`src/rtl/clk_gate_ctrl.sv`:
```
// Enable controller for the integrated clock-gating cell of a gated domain.
// Wakes the gated clock on demand, waits a settle interval before ACK,
// keeps it running while the domain is busy and drops it after a run of
// idle cycles. Outputs are flops so CLK_EN only moves on the CLK rising edge.
//
//   state  | meaning
//   -------+-------------------------------------------------------------
//   S_OFF  | gated clock disabled, waiting for a wake source
//   S_WAKE | CLK_EN high, counting settle cycles before ACK
//   S_ON   | gated clock running and stable, ACK high
//   S_HOLD | clock still running, counting idle cycles before shutdown
module clk_gate_ctrl #(
  parameter int IDLE_CYCLES = 4,
  parameter int WAKE_CYCLES = 2,
  parameter int CNT_WIDTH   = 4
) (
  input  logic CLK,
  input  logic RST,
  input  logic REQ,
  input  logic BUSY,
  input  logic FORCE_ON,
  output logic CLK_EN,
  output logic ACK,
  output logic CLK_OFF
);

  typedef enum logic [1:0] {
    S_OFF  = 2'd0,
    S_WAKE = 2'd1,
    S_ON   = 2'd2,
    S_HOLD = 2'd3
  } state_t;

  localparam logic [CNT_WIDTH-1:0] WAKE_LOAD = CNT_WIDTH'(WAKE_CYCLES - 1);
  localparam logic [CNT_WIDTH-1:0] IDLE_LOAD = CNT_WIDTH'(IDLE_CYCLES - 1);

  state_t               state;
  logic [CNT_WIDTH-1:0] cnt;
  logic                 wake;

  // Any of the three sources keeps or brings the gated clock up.
  assign wake = REQ | BUSY | FORCE_ON;

  // State, shared down-counter and outputs; outputs are set alongside the
  // state they decode from, so they always match the registered state.
  always_ff @(posedge CLK or negedge RST) begin
    if (!RST) begin
      state   <= S_OFF;
      cnt     <= '0;
      CLK_EN  <= 1'b0;
      ACK     <= 1'b0;
      CLK_OFF <= 1'b1;
    end else begin
      case (state)
        S_OFF: begin
          if (wake) begin
            state   <= S_WAKE;
            cnt     <= WAKE_LOAD;
            CLK_EN  <= 1'b1;
            ACK     <= 1'b0;
            CLK_OFF <= 1'b0;
          end
        end
        // Settle interval always runs to completion, even if wake drops.
        S_WAKE: begin
          if (cnt == '0) begin
            state   <= S_ON;
            CLK_EN  <= 1'b1;
            ACK     <= 1'b1;
            CLK_OFF <= 1'b0;
          end else begin
            cnt <= cnt - 1'b1;
          end
        end
        S_ON: begin
          if (!wake) begin
            state   <= S_HOLD;
            cnt     <= IDLE_LOAD;
            CLK_EN  <= 1'b1;
            ACK     <= 1'b0;
            CLK_OFF <= 1'b0;
          end
        end
        // A returning wake beats counter expiry; the clock never blinked,
        // so no settle interval is needed.
        S_HOLD: begin
          if (wake) begin
            state   <= S_ON;
            CLK_EN  <= 1'b1;
            ACK     <= 1'b1;
            CLK_OFF <= 1'b0;
          end else if (cnt == '0) begin
            state   <= S_OFF;
            CLK_EN  <= 1'b0;
            ACK     <= 1'b0;
            CLK_OFF <= 1'b1;
          end else begin
            cnt <= cnt - 1'b1;
          end
        end
        default: begin
          state   <= S_OFF;
          cnt     <= '0;
          CLK_EN  <= 1'b0;
          ACK     <= 1'b0;
          CLK_OFF <= 1'b1;
        end
      endcase
    end
  end

endmodule

```
`config.mk`:
```
export PLATFORM = sky130hd
export DESIGN_NAME = clk_gate_ctrl
export DESIGN_NICKNAME = d
export VERILOG_FILES = /design/src/rtl/clk_gate_ctrl.sv
export SDC_FILE = /design/constraint.sdc
export NUM_CORES = 1
export LEC_CHECK = 0
export CORE_AREA = 5 5 42 44
export DETAILED_ROUTE_END_ITERATION = 10
export DIE_AREA = 0 0 47 49
export HOLD_SLACK_MARGIN = 0.02
export PLACE_DENSITY_LB_ADDON = 0.15
export SLEW_MARGIN = 20
export SYNTH_ARGS = -nofsm -noshare
export SYNTH_HDL_FRONTEND = slang
export SYNTH_SLANG_ARGS = --single-unit
```
`constraint.sdc`:
```
create_clock -name CLK -period 2.3 [get_ports CLK]
set_input_delay 0.345 -clock CLK [delete_from_list [all_inputs] [get_ports CLK]]
set_output_delay 0.345 -clock CLK [all_outputs]
set_load 0.01 [all_outputs]
```
==> Word-level counts from Yosys, hierarchy flattened <==
Index checks and enable logic that the tools add are counted.
{ "classes": {"add_sub_neg": 1, "n_eq_ne": 8, "n_mux": 22, "n_bitwise": 2, "reduce_logical": 4} }
{ "ops": {"columns": ["operator", "n"], "rows": [
  ["4-bit 2-to-1 mux", 4],
  ["4-bit one-hot mux with 4 select lines", 1],
  ["1-bit one-hot mux with 4 select lines", 3],
  ["2-bit 2-to-1 mux", 5],
  ["1-bit 2-to-1 mux", 8],
  ["2-bit inequality test (second input constant)", 4],
  ["2-bit one-hot mux with 4 select lines", 1],
  ["2-bit == test (second input constant)", 2],
  ["4-bit zero test", 1],
  ["4-bit AND reduction", 1],
  ["4-bit by 1-bit subtractor with 4-bit output (second input constant)", 1],
  ["3-bit inequality test (second input constant)", 1],
  ["3-bit AND reduction", 1],
  ["2-bit by 1-bit == test with 1-bit output (second input constant)", 1],
  ["2-bit zero test", 1],
  ["1-bit OR", 2]
]} }
{ "word_totals": {"reg_bits": 9, "output_inout_bits": 3, "elab_cells": 42} }

==> Depth between registers and ports, before layout <==
{ "depth": {"word_depth": 4, "ltp_mapped": 7, "mapped_depth_nobuf": 6} }

==> Worst setup path after synthesis <==
OpenSTA, ideal clock, no wires.
{ "synth_path": {"kind": "register to register", "start": "reg cnt[0]", "end": "reg cnt[1]", "arrival_time_ns": 1.527, "path_slack_ns": 0.650, "stages_incl_launch_ff": 8, "path_buffers": 1, "period_less_slack_ns": 1.650, "path_cell_list": "dfrtp_1 inv_1 ha_1 or3b_1 buf_6 nor2_4 a21oi_1 o221a_1"} }
{ "synth_via": {"elab_chain_len": 4, "word_cells_on_any_way": 5} }
{ "synth_rtl": {"columns": ["item", "line", "text"], "rows": [
  ["start: declaration", "38", "logic [CNT_WIDTH-1:0] cnt;"],
  ["start signal: assignment", "72", "cnt <= cnt - 1'b1;"],
  ["start signal: assignment", "98", "cnt <= cnt - 1'b1;"],
  ["4-bit by 1-bit subtractor with 4-bit output / 4-bit zero test (equally long branches)", null, null],
  ["4-bit 2-to-1 mux (*)", "66, 92", null],
  ["4-bit 2-to-1 mux", "87", "if (wake) begin"],
  ["4-bit one-hot mux with 4 select lines (*)", "54", "case (state)"]
]} }
Every way passes the cells marked *; elsewhere a longest branch is shown, timed or not. The select of a mux whose other input is x is not followed.
A chain may end at the register's enable or synchronous reset.

==> Worst setup path in the final report <==
Ends and elaborated chain as after synthesis.

==> reports/qor.txt <==
Vias - 513
Max Slew Vio Count - 0
clock latency on the worst-skew pair - 0.26 ns
initial antenna violation count - 0
Max VDD drop - 0.578 mV
Tmin final - 1.94 ns
switching pwr - 228 µW
CTS Sinks - 9
total track usage - 13.7%
Antenna Nets Post-Route - 0
post-synthesis register bit count - 9
vias in the first global route - 491
die width - 47 µm
data arrival time of the critical path - 2.09 ns
initial core utilization - 41.2%
pre-CTS setup slack - 0.355 ns
Syn Area/Cell - 9.61 µm²
TNS Setup - 0 ns
MaxCap Viol Count - 0
Routed WL - 1300 µm
IO Count - 8
Leak - 0.000264 µW
Final Hold Viols - 0
Switching Fraction - 38.4%
Setup Viol. Count Final - 0
Worst path top cell family by delay - simple AND/OR/NAND/NOR gates
CORE AREA - 0.00140 mm²
HP Class - in2async
n_diodes - 0
clock share of power - 21.1%
IO Port Bufs - 7
Die Y - 49 µm
Req. time, crit path - 2.45 ns
sequential share of the synthesized area - 39.3%
First-pass DRT Iterations - 5
Slowest Stage Delay on Critical Path - 0.54 ns
number of gates resized after cts - 0
Buf/Inv on CP - 1
cell-internal power - 366 µW
Mapped Cells - 60
initial DRC count - 20
Area Growth Syn to Fin - 18.4%
routability cong. - 0.842
largest net degree at the start of global routing - 15
final setup margin - 0.363 ns
Syn Nets - 67
fin nets - 77
first-pass GRT wire length - 2280 µm
number of buffers created by CTS - 3
Reg power frac - 42.5%
crit path max-delay cell type - or3b_1
CP Launch Type - flip-flop
detailed-route DRC error count - 0
per-cell routed wire length - 15.3 µm
measured slew at the worst slew-check pin - 0.590 ns
worst rel slew slack - 60.3%
hold buffers post-CTS - 0
RSZ-0062 raised after global routing - false
Unique masters post-synth - 32
clock slew at reported path FFs - 0.07 ns
die area - 0.00230 mm²
CTS root buf - clkbuf_4
skew final - 0.00188 ns
share of layout cells above drive strength 1 - 13.0%
CP max FO - 10
CTS tree - yes
row count - 14
post-CTS setup buffer count - 0
clk buf depth - 2
period utilization - 84.2%
CP Cell Sequence - inv_1 -> ha_1 -> or3b_1 -> nor2_4 -> a21oi_1 -> o221a_1
Synth Cell Area - 577 µm²
Worst setup EP type - flip-flop
aggregate global routing overflow - 0
worst setup path class - reg2reg
Gate power share - 36.4%
H-tree levels - 1
Synth Warn # - 0
fmax - 516 MHz
post-DR vias/cell - 6.04
status - complete, no violations
power per cell area - 871 mW/mm²
area by class of cell:
class	count	area, µm²
fill	144	718
multi-input combinational	44	317
sequential	9	226
timing repair buffer	8	77.6
clock buffer	3	22.5
tap	16	20.0
inverter	4	15.0
clock inverter	1	5.00
cells by family (layout without fill, tap and decap cells):
family	after synthesis	after routing	synth area share, %
fa+ha+maj	2	2	4.34
xor+xnor	1	1	1.52
buf+inv	7	16	5.86
compound gates	21	21	26.7
simple gates	20	20	22.3
flops	9	9	39.3
synth_stat cells (all sizes together):
library cell / instances / share of area, %
dfrtp: 8 / 35
o221ai: 2 / 3.0
a31oi: 2 / 2.2
nand2: 1 / 0.65
a21o: 1 / 1.3
clkbuf: 2 / 1.3
a22oi: 2 / 2.6
o221a: 1 / 2.0
nand4: 2 / 2.2
nor3: 2 / 3.7
or3: 2 / 2.2
o211ai: 1 / 1.3
o21a: 2 / 2.6
o31a: 1 / 1.5
and2b: 1 / 1.3
nor4: 1 / 1.1
buf: 1 / 2.0
xnor2: 1 / 1.5
ha: 2 / 4.3
o21ai: 2 / 1.7
a21oi: 4 / 3.5
a211oi: 2 / 3.5
nor2: 3 / 3.3
nor3b: 1 / 1.3
a32oi: 1 / 1.5
inv: 4 / 2.6
nand3: 6 / 5.2
dfstp: 1 / 4.6
or3b: 1 / 1.5
path summary, 6_finish.rpt:
check,from,to,slack (ns),depth (start not counted)
max reg2reg,cnt[0]$_DFFE_PN0P_,cnt[1]$_DFFE_PN0P_,0.36,6
max in group asynchronous,RST,CLK_OFF$_DFFE_PN1P_,1.57,1
min,RST,CLK_EN$_DFFE_PN0P_,0.39,1
max,cnt[0]$_DFFE_PN0P_,cnt[1]$_DFFE_PN0P_,0.36,6
min in group CLK,CLK_OFF$_DFFE_PN1P_,CLK_OFF$_DFFE_PN1P_,0.47,2
min reg2reg,CLK_OFF$_DFFE_PN1P_,CLK_OFF$_DFFE_PN1P_,0.47,2
power by group through the flow:
| stage | Clock (µW) | Combinational, µW | Sequential [µW] |
|---|---|---|---|
| after CTS | 134 | 218 | 252 |
| after global routing | 138 | 249 | 261 |
| after global placement | 0 | 214 | 254 |
| final | 126 | 216 | 253 |
| after detailed placement | 0 | 218 | 255 |
| after floorplan | 0 | 159 | 242 |
per-layer routing:
layer	part of all wire (%)	wire, µm	GRT usage [%]	vias to the layer above
li1	-	-	-	250
met1	48	621	18.8	252
met2	48	628	19.9	9
met3	3.0	39	2.21	2
met4	0.92	12	6.91	0
met5	0	0	0	-
registers in the layout, summed over array words and instances (netlist names):
signal	flops
ACK	1
state	2
CLK_EN	1
CLK_OFF	1
cnt	4
per-stage QoR:
step	instances	power (µW)	util, %	hold WS, ns	instance area (µm²)
2_1_floorplan	60	402	-	0.0494	577
3_3_place_gp	81	468	46.8	0.473	656
3_5_place_dp	81	473	46.8	0.469	656
4_1_cts	85	603	48.8	0.392	683
5_1_grt	85	649	48.8	0.405	683
6_report	85	595	48.8	0.394	683
cell usage in the layout, fill, tap and decap left out, types with 3 or more instances in the layout:
cell type        n
a21oi_1          4
clkbuf_4         3
clkdlybuf4s50_1  7
dfrtp_1          8
inv_1            4
nand3_1          6
Note: power is estimated with default switching activity, not from simulation.
